===== src/rtl/bist_run_sequencer.sv =====
// BIST session initiator: clears the TPG/MISR, waits for pattern completion,
// captures and compares the signature over MAX_RUNS runs, then reports pass/fail.
module bist_run_sequencer #(
    parameter int unsigned            SIG_WIDTH      = 4,
    parameter logic [SIG_WIDTH-1:0]   GOLDEN_SIG     = SIG_WIDTH'(4'b0011),
    parameter int unsigned            PATTERN_COUNT  = 7,
    parameter int unsigned            TIMEOUT_MARGIN = 4,
    parameter int unsigned            MAX_RUNS       = 3
) (
    input  logic                 clock,
    input  logic                 reset,
    input  logic                 start,
    input  logic                 abort,
    input  logic                 complete_in,
    input  logic [SIG_WIDTH-1:0] signature_in,
    output logic                 testmode,
    output logic                 sub_clear,
    output logic                 busy,
    output logic                 done,
    output logic                 pass,
    output logic                 fail,
    output logic                 timeout,
    output logic                 aborted,
    output logic [3:0]           run_count,
    output logic [SIG_WIDTH-1:0] captured_sig
);

    localparam int unsigned RUN_LIMIT = PATTERN_COUNT + TIMEOUT_MARGIN;
    localparam int unsigned CNT_W     = $clog2(RUN_LIMIT + 1);
    localparam int unsigned RC_W      = 4;

    typedef enum logic [2:0] {
        S_IDLE,
        S_CLEAR,
        S_RUN,
        S_CAPTURE,
        S_COMPARE,
        S_REPORT
    } state_t;

    state_t               r_state,     w_state_nxt;
    logic [CNT_W-1:0]     r_cnt,       w_cnt_nxt;
    logic                 r_mismatch,  w_mismatch_nxt;
    logic                 r_timeout,   w_timeout_nxt;
    logic                 r_aborted,   w_aborted_nxt;
    logic                 r_pass,      w_pass_nxt;
    logic                 r_fail,      w_fail_nxt;
    logic [RC_W-1:0]      r_run_count, w_run_count_nxt;
    logic [SIG_WIDTH-1:0] r_captured,  w_captured_nxt;
    logic                 r_testmode,  w_testmode_nxt;
    logic                 r_sub_clear, w_sub_clear_nxt;
    logic                 r_busy,      w_busy_nxt;
    logic                 r_done,      w_done_nxt;

    logic [CNT_W-1:0]     w_cnt_inc;
    logic [RC_W-1:0]      w_run_count_inc;

    assign w_cnt_inc       = CNT_W'(r_cnt + 1'b1);
    assign w_run_count_inc = RC_W'(r_run_count + 1'b1);

    // State and all outputs are registered together so outputs track the state they belong to.
    always_ff @(posedge clock or negedge reset) begin
        if (!reset) begin
            r_state     <= S_IDLE;
            r_cnt       <= '0;
            r_mismatch  <= 1'b0;
            r_timeout   <= 1'b0;
            r_aborted   <= 1'b0;
            r_pass      <= 1'b0;
            r_fail      <= 1'b0;
            r_run_count <= '0;
            r_captured  <= '0;
            r_testmode  <= 1'b0;
            r_sub_clear <= 1'b0;
            r_busy      <= 1'b0;
            r_done      <= 1'b0;
        end else begin
            r_state     <= w_state_nxt;
            r_cnt       <= w_cnt_nxt;
            r_mismatch  <= w_mismatch_nxt;
            r_timeout   <= w_timeout_nxt;
            r_aborted   <= w_aborted_nxt;
            r_pass      <= w_pass_nxt;
            r_fail      <= w_fail_nxt;
            r_run_count <= w_run_count_nxt;
            r_captured  <= w_captured_nxt;
            r_testmode  <= w_testmode_nxt;
            r_sub_clear <= w_sub_clear_nxt;
            r_busy      <= w_busy_nxt;
            r_done      <= w_done_nxt;
        end
    end

    // Next-state and next-output logic.
    always_comb begin
        w_state_nxt     = r_state;
        w_cnt_nxt       = r_cnt;
        w_mismatch_nxt  = r_mismatch;
        w_timeout_nxt   = r_timeout;
        w_aborted_nxt   = r_aborted;
        w_pass_nxt      = r_pass;
        w_fail_nxt      = r_fail;
        w_run_count_nxt = r_run_count;
        w_captured_nxt  = r_captured;
        w_testmode_nxt  = 1'b0;
        w_sub_clear_nxt = 1'b0;
        w_busy_nxt      = 1'b0;
        w_done_nxt      = 1'b0;

        case (r_state)
            S_IDLE: begin
                if (start && !abort) begin
                    w_pass_nxt      = 1'b0;
                    w_fail_nxt      = 1'b0;
                    w_timeout_nxt   = 1'b0;
                    w_aborted_nxt   = 1'b0;
                    w_run_count_nxt = '0;
                    w_mismatch_nxt  = 1'b0;
                    w_state_nxt     = S_CLEAR;
                end
            end
            S_CLEAR: begin
                w_cnt_nxt   = '0;
                w_state_nxt = S_RUN;
            end
            S_RUN: begin
                w_cnt_nxt = w_cnt_inc;
                if (complete_in) begin
                    w_state_nxt = S_CAPTURE;
                end else if (w_cnt_inc == CNT_W'(RUN_LIMIT)) begin
                    w_timeout_nxt = 1'b1;
                    w_state_nxt   = S_REPORT;
                end
            end
            S_CAPTURE: begin
                w_captured_nxt = signature_in;
                w_state_nxt    = S_COMPARE;
            end
            S_COMPARE: begin
                if (r_captured != GOLDEN_SIG) begin
                    w_mismatch_nxt = 1'b1;
                end
                w_run_count_nxt = w_run_count_inc;
                w_state_nxt     = (w_run_count_inc == RC_W'(MAX_RUNS)) ? S_REPORT : S_CLEAR;
            end
            S_REPORT: begin
                w_state_nxt = S_IDLE;
            end
            default: begin
                w_state_nxt = S_IDLE;
            end
        endcase

        // Abort overrides any progress made this cycle; counters keep their last values.
        if (abort && (r_state != S_IDLE)) begin
            w_state_nxt     = S_IDLE;
            w_cnt_nxt       = r_cnt;
            w_mismatch_nxt  = r_mismatch;
            w_timeout_nxt   = r_timeout;
            w_run_count_nxt = r_run_count;
            w_captured_nxt  = r_captured;
            w_pass_nxt      = 1'b0;
            w_fail_nxt      = 1'b0;
            w_aborted_nxt   = 1'b1;
        end

        w_testmode_nxt  = (w_state_nxt == S_CLEAR) || (w_state_nxt == S_RUN) ||
                          (w_state_nxt == S_CAPTURE) || (w_state_nxt == S_COMPARE);
        w_sub_clear_nxt = (w_state_nxt == S_CLEAR);
        w_busy_nxt      = (w_state_nxt != S_IDLE);
        w_done_nxt      = (w_state_nxt == S_REPORT);

        if (w_state_nxt == S_REPORT) begin
            w_pass_nxt = !w_mismatch_nxt && !w_timeout_nxt;
            w_fail_nxt = w_mismatch_nxt || w_timeout_nxt;
        end
    end

    assign testmode     = r_testmode;
    assign sub_clear    = r_sub_clear;
    assign busy         = r_busy;
    assign done         = r_done;
    assign pass         = r_pass;
    assign fail         = r_fail;
    assign timeout      = r_timeout;
    assign aborted      = r_aborted;
    assign run_count    = r_run_count;
    assign captured_sig = r_captured;

endmodule


===== config.mk =====
export PLATFORM = sky130hd
export DESIGN_NAME = bist_run_sequencer
export DESIGN_NICKNAME = d
export VERILOG_FILES = /design/src/rtl/bist_run_sequencer.sv
export SDC_FILE = /design/constraint.sdc
export NUM_CORES = 1
export LEC_CHECK = 0
export ABC_CLOCK_PERIOD_IN_PS = 5400
export BUFFER_PORTS_ARGS = -buffer_cell sky130_fd_sc_hd__buf_2
export CORE_UTILIZATION = 58
export DETAILED_ROUTE_END_ITERATION = 16
export PLACE_DENSITY_LB_ADDON = 0.05
export SYNTH_ARGS = -nofsm -noshare
export SYNTH_HDL_FRONTEND = slang
export SYNTH_SLANG_ARGS = --single-unit

===== constraint.sdc =====
create_clock -name clock -period 5.4 [get_ports clock]
set_input_delay 0.81 -clock clock [delete_from_list [all_inputs] [get_ports clock]]
set_output_delay 0.81 -clock clock [all_outputs]
set_load 0.1 [all_outputs]

-- Word level (Yosys, flattened, before mapping)
Index checks and enable logic that the tools add are counted.
- add/sub/neg operators: 2
- eq/ne operators: 13
- muxes and demuxes: 24
- bitwise operators: 1
- reduce and logical (&&, ||, !) cells: 24
- operator list (operator ; count):
    case mux 4 bit (2 select lines) ; 2
    2-to-1 mux 3 bit ; 5
    case mux 3 bit (5 select lines) ; 1
    2-to-1 mux 1 bit ; 13
    == test 3 x 2 -> 1 bit, second input constant ; 4
    nonzero test 3 bit ; 4
    == test 3 bit, second input constant ; 3
    adder 4 x 1 -> 4 bit, second input constant ; 2
    AND reduction 2 bit ; 4
    nonzero test 2 bit ; 4
    == test 3 x 1 -> 1 bit, second input constant ; 2
    == test 4 x 2 -> 1 bit, second input constant ; 1
    == test 4 bit, second input constant ; 1
    logical OR 1 bit ; 4
    2-to-1 mux 4 bit ; 1
    != test 4 x 2 -> 1 bit, second input constant ; 1
    case mux 1 bit (2 select lines) ; 2
    logical AND 1 bit ; 3
    zero test 1 bit ; 3
    zero test 3 bit ; 1
    AND reduction 3 bit ; 1
    != test 2 bit, second input constant ; 1
    inverter 1 bit ; 1
- flip-flop bits (word level): 24
- input bits: 9
- output and inout port bits: 16

-- Logic depth before layout (Yosys ltp)
Gate-level depths: netlist (run 1).
- word-level depth: 10
- gate-level depth with buffers: 7
- gate-level depth less buffers: 7

-- Worst setup path after synthesis (run 1)
No wires, ideal clock.
- path type: flip-flop to flip-flop
- start point: register run_count[1] (netlist name)
- end point: register r_captured[0], in the netlist captured_sig[0]
- setup time: 126 ps
- arrival: 2224 ps
- path slack: 3049 ps
- cell stages (with the launch flop): 7
- period minus slack after synthesis: 2351 ps
- cell sequence: dfrtp_1 ha_1 xnor2_1 nand3_1 o22ai_2 nor2b_4 mux2_4
- RTL lines (what ; line ; text):
    to (signal assigned) ; 86 ; r_captured <= w_captured_nxt;
    to (decl) ; 49 ; logic [SIG_WIDTH-1:0] r_captured, w_captured_nxt;

==> metrics.txt, run 1 <==
run status=finished, final reports clean; Vias=approximately 1.0k; Post-Synthesis Net Count=143; kind of end point of the critical path=flip-flop; fraction of post-synthesis cell area in the top cell type by area=46.07%; setup violation total in the final timing report=0; # hold bufs at CTS=0; CTS tree=yes; post-layout min period=around 2.2 ns; latest clock arrival within the worst-skew pair=about 0.31 ns; number of sinks handled by clock tree synthesis=24; accumulated negative setup slack=0 ns; number of rows created at floorplan=16; I/O pin total=25; Worst R2R Path Depth=7; gr ovfl total=0; Clock Skew=approximately 0.0046 ns; remaining antenna violation count=0; register clock-pin slew on the reported worst setup and hold paths=between 0.1 and 0.15 ns; async set or reset register ratio after synthesis=100.0%; maximum fanout along the worst path=8; most used standard cell by instance count after synthesis=sky130_fd_sc_hd__dfrtp_1; Core Box Area=about 0.002 sq mm; logic depth of the worst setup path including buffers=7; global-route total usage across every layer=21.93%; sequential fraction of the synthesis area=a little under half; flip-flop and latch count after synthesis=24; final routed wire length divided by cell count=13.48 um; ratio of cells with drive above 1 in the final layout=between 20 and 30%; Mean Syn Cell Area=between 10 and 15 sq um; number of buffers inserted during clock tree synthesis=3; number of global-route vias before repair=slightly above 900; final HPWL from detailed placement=between 1500 and 2000 um; number of antenna violations at the first check in global routing=0; diode count=0; Root Buffer=sky130_fd_sc_hd__clkbuf_4; number of buffers on the longest clock path=2; post-detailed-routing wire length=approximately 2400 um; source of the worst register-to-register timing path=r_cnt[0]; height of the die=between 40 and 50 um; Gate Count Post-Synth=130; total of warnings raised by yosys=0; total count of max-transition violations in the final report=0; Post-synth EDFFs=0; netlist area before placement=around 0.0013 sq mm; actual slew at the worst max-slew pin=0.5172 ns; highest clock rate=approximately 0.46 GHz; Post-Layout Cell Count=180; endpoints failing hold=0; startpoint type of the worst setup path=flip-flop; top post-synthesis cells by count=sky130_fd_sc_hd__dfrtp_1 (24), sky130_fd_sc_hd__nand2_1 (18), sky130_fd_sc_hd__o21ai_0 (14); number of buffer cells added on primary ports=24; iteration-0 DRC count of the detailed router=23; Static Leak=roughly 0.70 nW; CP bufs+invs=0; die width=~49 um; IR drop worst, VDD=~0.00036 V; internal reg-to-reg setup slack=roughly 3.2 ns; distinct cell type count after synthesis=34; starting density of the core=63.85%; CTS resizes=0; vias per inst=approximately 5.6; worst hold-check path type=primary input to async pin; instance count after placement with tap cells included=177; Critical Setup Path Class=flip-flop to flip-flop; Setup crit end=captured_sig[0]; Primary FF master, synth=sky130_fd_sc_hd__dfrtp_1; area growth from synthesis to layout=12.00%; max_slew headroom=roughly two thirds; endpoint required time on the critical path=5.61 ns; maximum level of the CTS H-tree=1; critical path data arrival time=approximately 2.4 ns; cell types occupying the most area after synthesis=sky130_fd_sc_hd__dfrtp_1 (46%), sky130_fd_sc_hd__mux2_4 (5.8%), sky130_fd_sc_hd__o21ai_0 (5.4%); reg-to-reg endpoint=captured_sig[0]; most area-hungry cell type in the Yosys netlist=sky130_fd_sc_hd__dfrtp_1; cell type of the slowest stage on the worst timing path=sky130_fd_sc_hd__dfrtp_1; setup repair after global routing missed its margin=false; number of detailed-routing iterations run before antenna repair=4; drc violations=0; number of nets in the layout=about 170; delay-heaviest family, CP=simple AND/OR/NAND/NOR gates; die footprint=about 0.0024 sq mm; launching element of the worst setup path=r_cnt[0]; maximum number of pins on one net before global-route repair=25; CP Cell Sequence=ha_1 > nor3b_2 > and3_1 > a311oi_2 > o22ai_2 > nor2b_4 > mux2_4; Power Density=between 300 and 400 mW/mm^2; first-pass GRT wire length=between 4000 and 5000 um; final estimated routing congestion in global placement=~0.81; max-cap check violation count=0; post-CTS setup buffer count=0; Final period util=40.60%; largest stage delay on the critical path=about 0.48 ns
[stage by stage]
| stage | cell area, sq um | hold slack (ns) | setup WS (ns) | power [mW] | util (%) |
|---|---|---|---|---|---|
| floorplan | 1304 | 0.5023 | 3.049 | 0.4136 | - |
| global placement | 1438 | 0.4744 | 3.096 | 0.4490 | 70.40 |
| detailed placement | 1438 | 0.4823 | 3.054 | 0.4540 | 70.40 |
| CTS | 1460 | 0.4627 | 3.199 | 0.5313 | 71.51 |
| global route | 1460 | 0.4833 | 3.080 | 0.5525 | 71.51 |
| finish | 1460 | 0.4488 | 3.207 | 0.5282 | 71.51 |
[cell type report]
class	instances	area, sq um
multi-input combinational	95	656.9
sequential	24	600.6
fill	169	581.8
timing repair buffer	24	120.1
tap	27	33.78
inverter	7	26.28
clock buffer	3	22.52
[cell usage in the layout (no fill, tap or decap)]
| cell | instances |
|---|---|
| sky130_fd_sc_hd__dfrtp_1 | 24 |
| sky130_fd_sc_hd__buf_2 | 24 |
| sky130_fd_sc_hd__nand2_1 | 18 |
| sky130_fd_sc_hd__o21ai_0 | 14 |
| sky130_fd_sc_hd__nor2_1 | 9 |
| sky130_fd_sc_hd__inv_1 | 7 |
| sky130_fd_sc_hd__nor3_1 | 7 |
| sky130_fd_sc_hd__a21oi_1 | 6 |
| sky130_fd_sc_hd__nand3_1 | 5 |
| sky130_fd_sc_hd__mux2_4 | 5 |
| sky130_fd_sc_hd__ha_1 | 4 |
| sky130_fd_sc_hd__mux2i_1 | 3 |
| sky130_fd_sc_hd__clkbuf_4 | 3 |
| sky130_fd_sc_hd__a21oi_4 | 2 |
| sky130_fd_sc_hd__and3_1 | 2 |
| sky130_fd_sc_hd__and2_1 | 2 |
| sky130_fd_sc_hd__nor2b_4 | 2 |
| sky130_fd_sc_hd__or2_2 | 1 |
| sky130_fd_sc_hd__a21bo_2 | 1 |
| sky130_fd_sc_hd__nand3b_1 | 1 |
| sky130_fd_sc_hd__nor3b_2 | 1 |
| sky130_fd_sc_hd__a311oi_2 | 1 |
| sky130_fd_sc_hd__nor2b_1 | 1 |
| sky130_fd_sc_hd__a2111o_1 | 1 |
| sky130_fd_sc_hd__xor2_1 | 1 |
| sky130_fd_sc_hd__xnor2_1 | 1 |
| sky130_fd_sc_hd__o22ai_2 | 1 |
| sky130_fd_sc_hd__o31a_2 | 1 |
| sky130_fd_sc_hd__a211o_1 | 1 |
| sky130_fd_sc_hd__or3_1 | 1 |
| sky130_fd_sc_hd__o41ai_2 | 1 |
| sky130_fd_sc_hd__a22o_1 | 1 |
| sky130_fd_sc_hd__o22ai_1 | 1 |
[power breakdown]
| part | leakage [nW] | switching, mW | internal (mW) | total [mW] |
|---|---|---|---|---|
| clock | 0.0138 | 0.0512 | 0.0261 | 0.0774 |
| sequential | 0.316 | 0.0347 | 0.205 | 0.240 |
| combinational | 0.369 | 0.155 | 0.0562 | 0.211 |
| total | 0.698 | 0.241 | 0.287 | 0.528 |
[cell families (layout without fill, tap and decap cells)]
logic type / count (synthesis) / in the layout / synth area share (%)
AOI/OAI and AO/OA: 31 / 31 / 17.75
xor gates and xnor gates: 2 / 2 / 1.344
adders and majority gates: 4 / 4 / 3.839
buffers and inverters: 11 / 34 / 3.551
DFF: 24 / 24 / 46.07
muxes: 8 / 8 / 8.061
and+or+nand+nor: 50 / 50 / 19.39
[registers in the layout, summed over array words and instances (netlist names)]
register,flops
run_count,4
pass,1
done,1
aborted,1
r_cnt,4
testmode,1
sub_clear,1
r_state,3
r_mismatch,1
fail,1
captured_sig,4
timeout,1
busy,1
[metal layers]
| layer | track usage, % | up-vias | wire length, um |
|---|---|---|---|
| met4 | 8.571 | 0 | 23 |
| met3 | 4.050 | 4 | 135 |
| met1 | 29.65 | 479 | 1154 |
| met2 | 34.93 | 35 | 1114 |
| li1 | - | 498 | - |
| met5 | 0 | - | 0 |
[worst min path at each step]
| stage | start | endpoint | slack [ns] | depth (start not counted) |
|---|---|---|---|---|
| after floorplan | r_cnt[3] | r_cnt[3] | 0.50 | 2 |
| after global placement | timeout | timeout | 0.47 | 2 |
| after detailed placement | timeout | timeout | 0.48 | 2 |
| after CTS | reset | r_cnt[1] | 0.46 | 1 |
| after global routing | reset | run_count[3] | 0.48 | 1 |
| final | reset | r_cnt[1] | 0.45 | 1 |
(Power assumes the default switching activity.)
==> run 2, diff against run 1 <==
ABC_CLOCK_PERIOD_IN_PS = 1920   (was 5400)
CORE_UTILIZATION = 48   (was 58)
clock period = 1.92 ns   (was 5.4 ns; I/O delays follow)
==> metrics.txt, run 2 (same netlist as run 1, synthesis figures left out) <==
run status=complete, but fails checks; failing checks=setup timing; most common library cell in the layout ignoring fill and taps=sky130_fd_sc_hd__buf_2; Final period util=103.0% (+62 points); remaining antenna violation count=0 (unchanged); height of the die=54.12 um (+9.5%); Post-Layout Cell Count=200 (+11%); ratio of cells with drive above 1 in the final layout=39.41% (+11 points); Root Buffer=sky130_fd_sc_hd__clkbuf_4; CTS tree=yes; setup violation total in the final timing report=6 (+6); highest clock rate=0.5055 GHz (+11%); utilization after layout=65.43% (-6.1 points); final routed wire length divided by cell count=13.52 um (+0.27%); diode count=0 (unchanged); Static Leak=0.7731 nW (+11%); reg-to-reg endpoint=captured_sig[3]; number of sinks handled by clock tree synthesis=24 (unchanged); vias per inst=5.415 (-4.1%); IR drop worst, VDD=0.0009912 V (+170%); area growth from synthesis to layout=26.58%; gr ovfl total=0 (unchanged); Power Density=997.3 mW/mm^2 (+180%); worst-case hold slack=0.1889 ns (-0.2599 ns); global-route total usage across every layer=21.13% (-0.81 points); number of rows created at floorplan=18 (+2); starting density of the core=51.69% (-12 points); post-layout min period=1.978 ns (-0.2143 ns); Clock Skew=0.004992 ns (+0.0003795 ns); number of antenna violations at the first check in global routing=0 (unchanged); endpoints failing hold=0 (unchanged); max_slew headroom=64.63% (-0.89 points); total count of max-transition violations in the final report=0 (unchanged); Setup crit end=captured_sig[3]; source of the worst register-to-register timing path=r_cnt[0]; total cell area at the placement stage=0.001574 sq mm (+9.5%); kind of end point of the critical path=flip-flop; I/O pin total=25 (unchanged); instance count after placement with tap cells included=194 (+9.6%); maximum fanout along the worst path=5 (-3); internal reg-to-reg setup slack=-0.06 ns (-3.27 ns); total non-filler cell area in the finished layout=0.001650 sq mm (+13%); endpoint required time on the critical path=2.14 ns (-3.47 ns); actual slew at the worst max-slew pin=0.5305 ns (+0.01335 ns); maximum level of the CTS H-tree=1 (unchanged); maximum number of pins on one net before global-route repair=25 (unchanged); post-detailed-routing wire length=2704 um (+11%); register clock-pin slew on the reported worst setup and hold paths=0.13 ns (about the same); max-cap check violation count=0 (unchanged); setup repair after global routing missed its margin=true; number of global-route vias before repair=962 (+4.7%); number of buffers inserted during clock tree synthesis=3 (unchanged); die width=54.12 um (+9.5%); Critical Setup Path Class=flip-flop to flip-flop; Final Worst Setup Slack=-0.05819 ns (-3.266 ns); launching element of the worst setup path=r_cnt[0]; top library cells by usage in the layout, fill and taps aside=sky130_fd_sc_hd__buf_2 (24), sky130_fd_sc_hd__dfrtp_1 (20), sky130_fd_sc_hd__nand2_1 (18); die footprint=0.002928 sq mm (+20%); drc violations=0 (unchanged); number of nets in the layout=184 (+9.5%); first-pass GRT wire length=4312 um (+7.4%); critical path data arrival time=2.20 ns (-0.21 ns); pre-CTS setup slack=-0.06460 ns (-3.119 ns); number of buffer cells added on primary ports=24 (unchanged); latest clock arrival within the worst-skew pair=0.32 ns (about the same); iteration-0 DRC count of the detailed router=19 (-17%); Worst R2R Path Depth=7 (unchanged); startpoint type of the worst setup path=flip-flop; number of detailed-routing iterations run before antenna repair=4 (unchanged); filler cell count=208 (+23%); final estimated routing congestion in global placement=0.8255 (+2.1%); worst hold-check path type=primary input to flip-flop; Core Box Area=0.002522 sq mm (+24%); final HPWL from detailed placement=2030 um (+13%); number of buffers on the longest clock path=2 (unchanged); Vias=1083 (+6.6%)
run 2: worst min path at each step:
stage,startpoint,to,cells past startpoint
2_1_floorplan,reset,aborted,0
3_3_place_gp,reset,run_count[0],1
3_5_place_dp,reset,run_count[0],1
4_1_cts,signature_in[2],captured_sig[2],2
5_1_grt,signature_in[2],captured_sig[2],2
6_report,signature_in[2],captured_sig[2],2
run 2: critical path, cell delays in order, from the launching register on:
cell                       delay [ns]
sky130_fd_sc_hd__dfrtp_1         0.43
sky130_fd_sc_hd__ha_2            0.22
sky130_fd_sc_hd__nor3b_2         0.19
sky130_fd_sc_hd__and3_4          0.22
sky130_fd_sc_hd__a311oi_4        0.04
sky130_fd_sc_hd__o22ai_2         0.18
sky130_fd_sc_hd__nor2b_4         0.28
sky130_fd_sc_hd__mux2_4          0.32
run 2: routing by layer:
metal / GRT usage [%] / wire, um / share of wire [%] / vias to the layer above
li1: - / - / - / 537
met1: 28.06 / 1257 / 46 / 523
met2: 34.57 / 1334 / 49 / 18
met3: 3.390 / 79 / 2.9 / 5
met4: 7.692 / 33 / 1.2 / 0
met5: 0 / 0 / 0 / -
run 2: layout make-up:
class                           count  area (sq um)  area share, %
Multi-Input combinational cell     95         690.7          41.85
Sequential cell                    24         613.1          37.15
Timing Repair Buffer               40         246.5          14.94
Tap cell                           30         37.54          2.274
Clock buffer                        4         36.28          2.199
Inverter                            7         26.28          1.592
run 2: timing repair:
item | 4_1_cts | 5_1_grt
pin swaps | 4 | 3
setup endpoints to repair | 8 | 9
setup buffers | 1 | 0
hold endpoints to repair | 24 | 0
gates resized for setup | 0 | 5
hold buffers | 1 | 0
cloned | 0 | 0
run 2: power breakdown:
group          internal (mW)  switching (mW)  leakage [nW]
registers              0.577          0.0716         0.308
logic                  0.235           0.490         0.444
clock network          0.116           0.155        0.0210
run 2: per-stage QoR:
step,setup TNS [ns],total power [mW]
floorplan,-0.08076,1.165
global placement,-0.09887,1.330
detailed placement,-0.3170,1.345
CTS,-0.4174,1.631
global route,-0.6720,1.732
finish,-0.2875,1.646
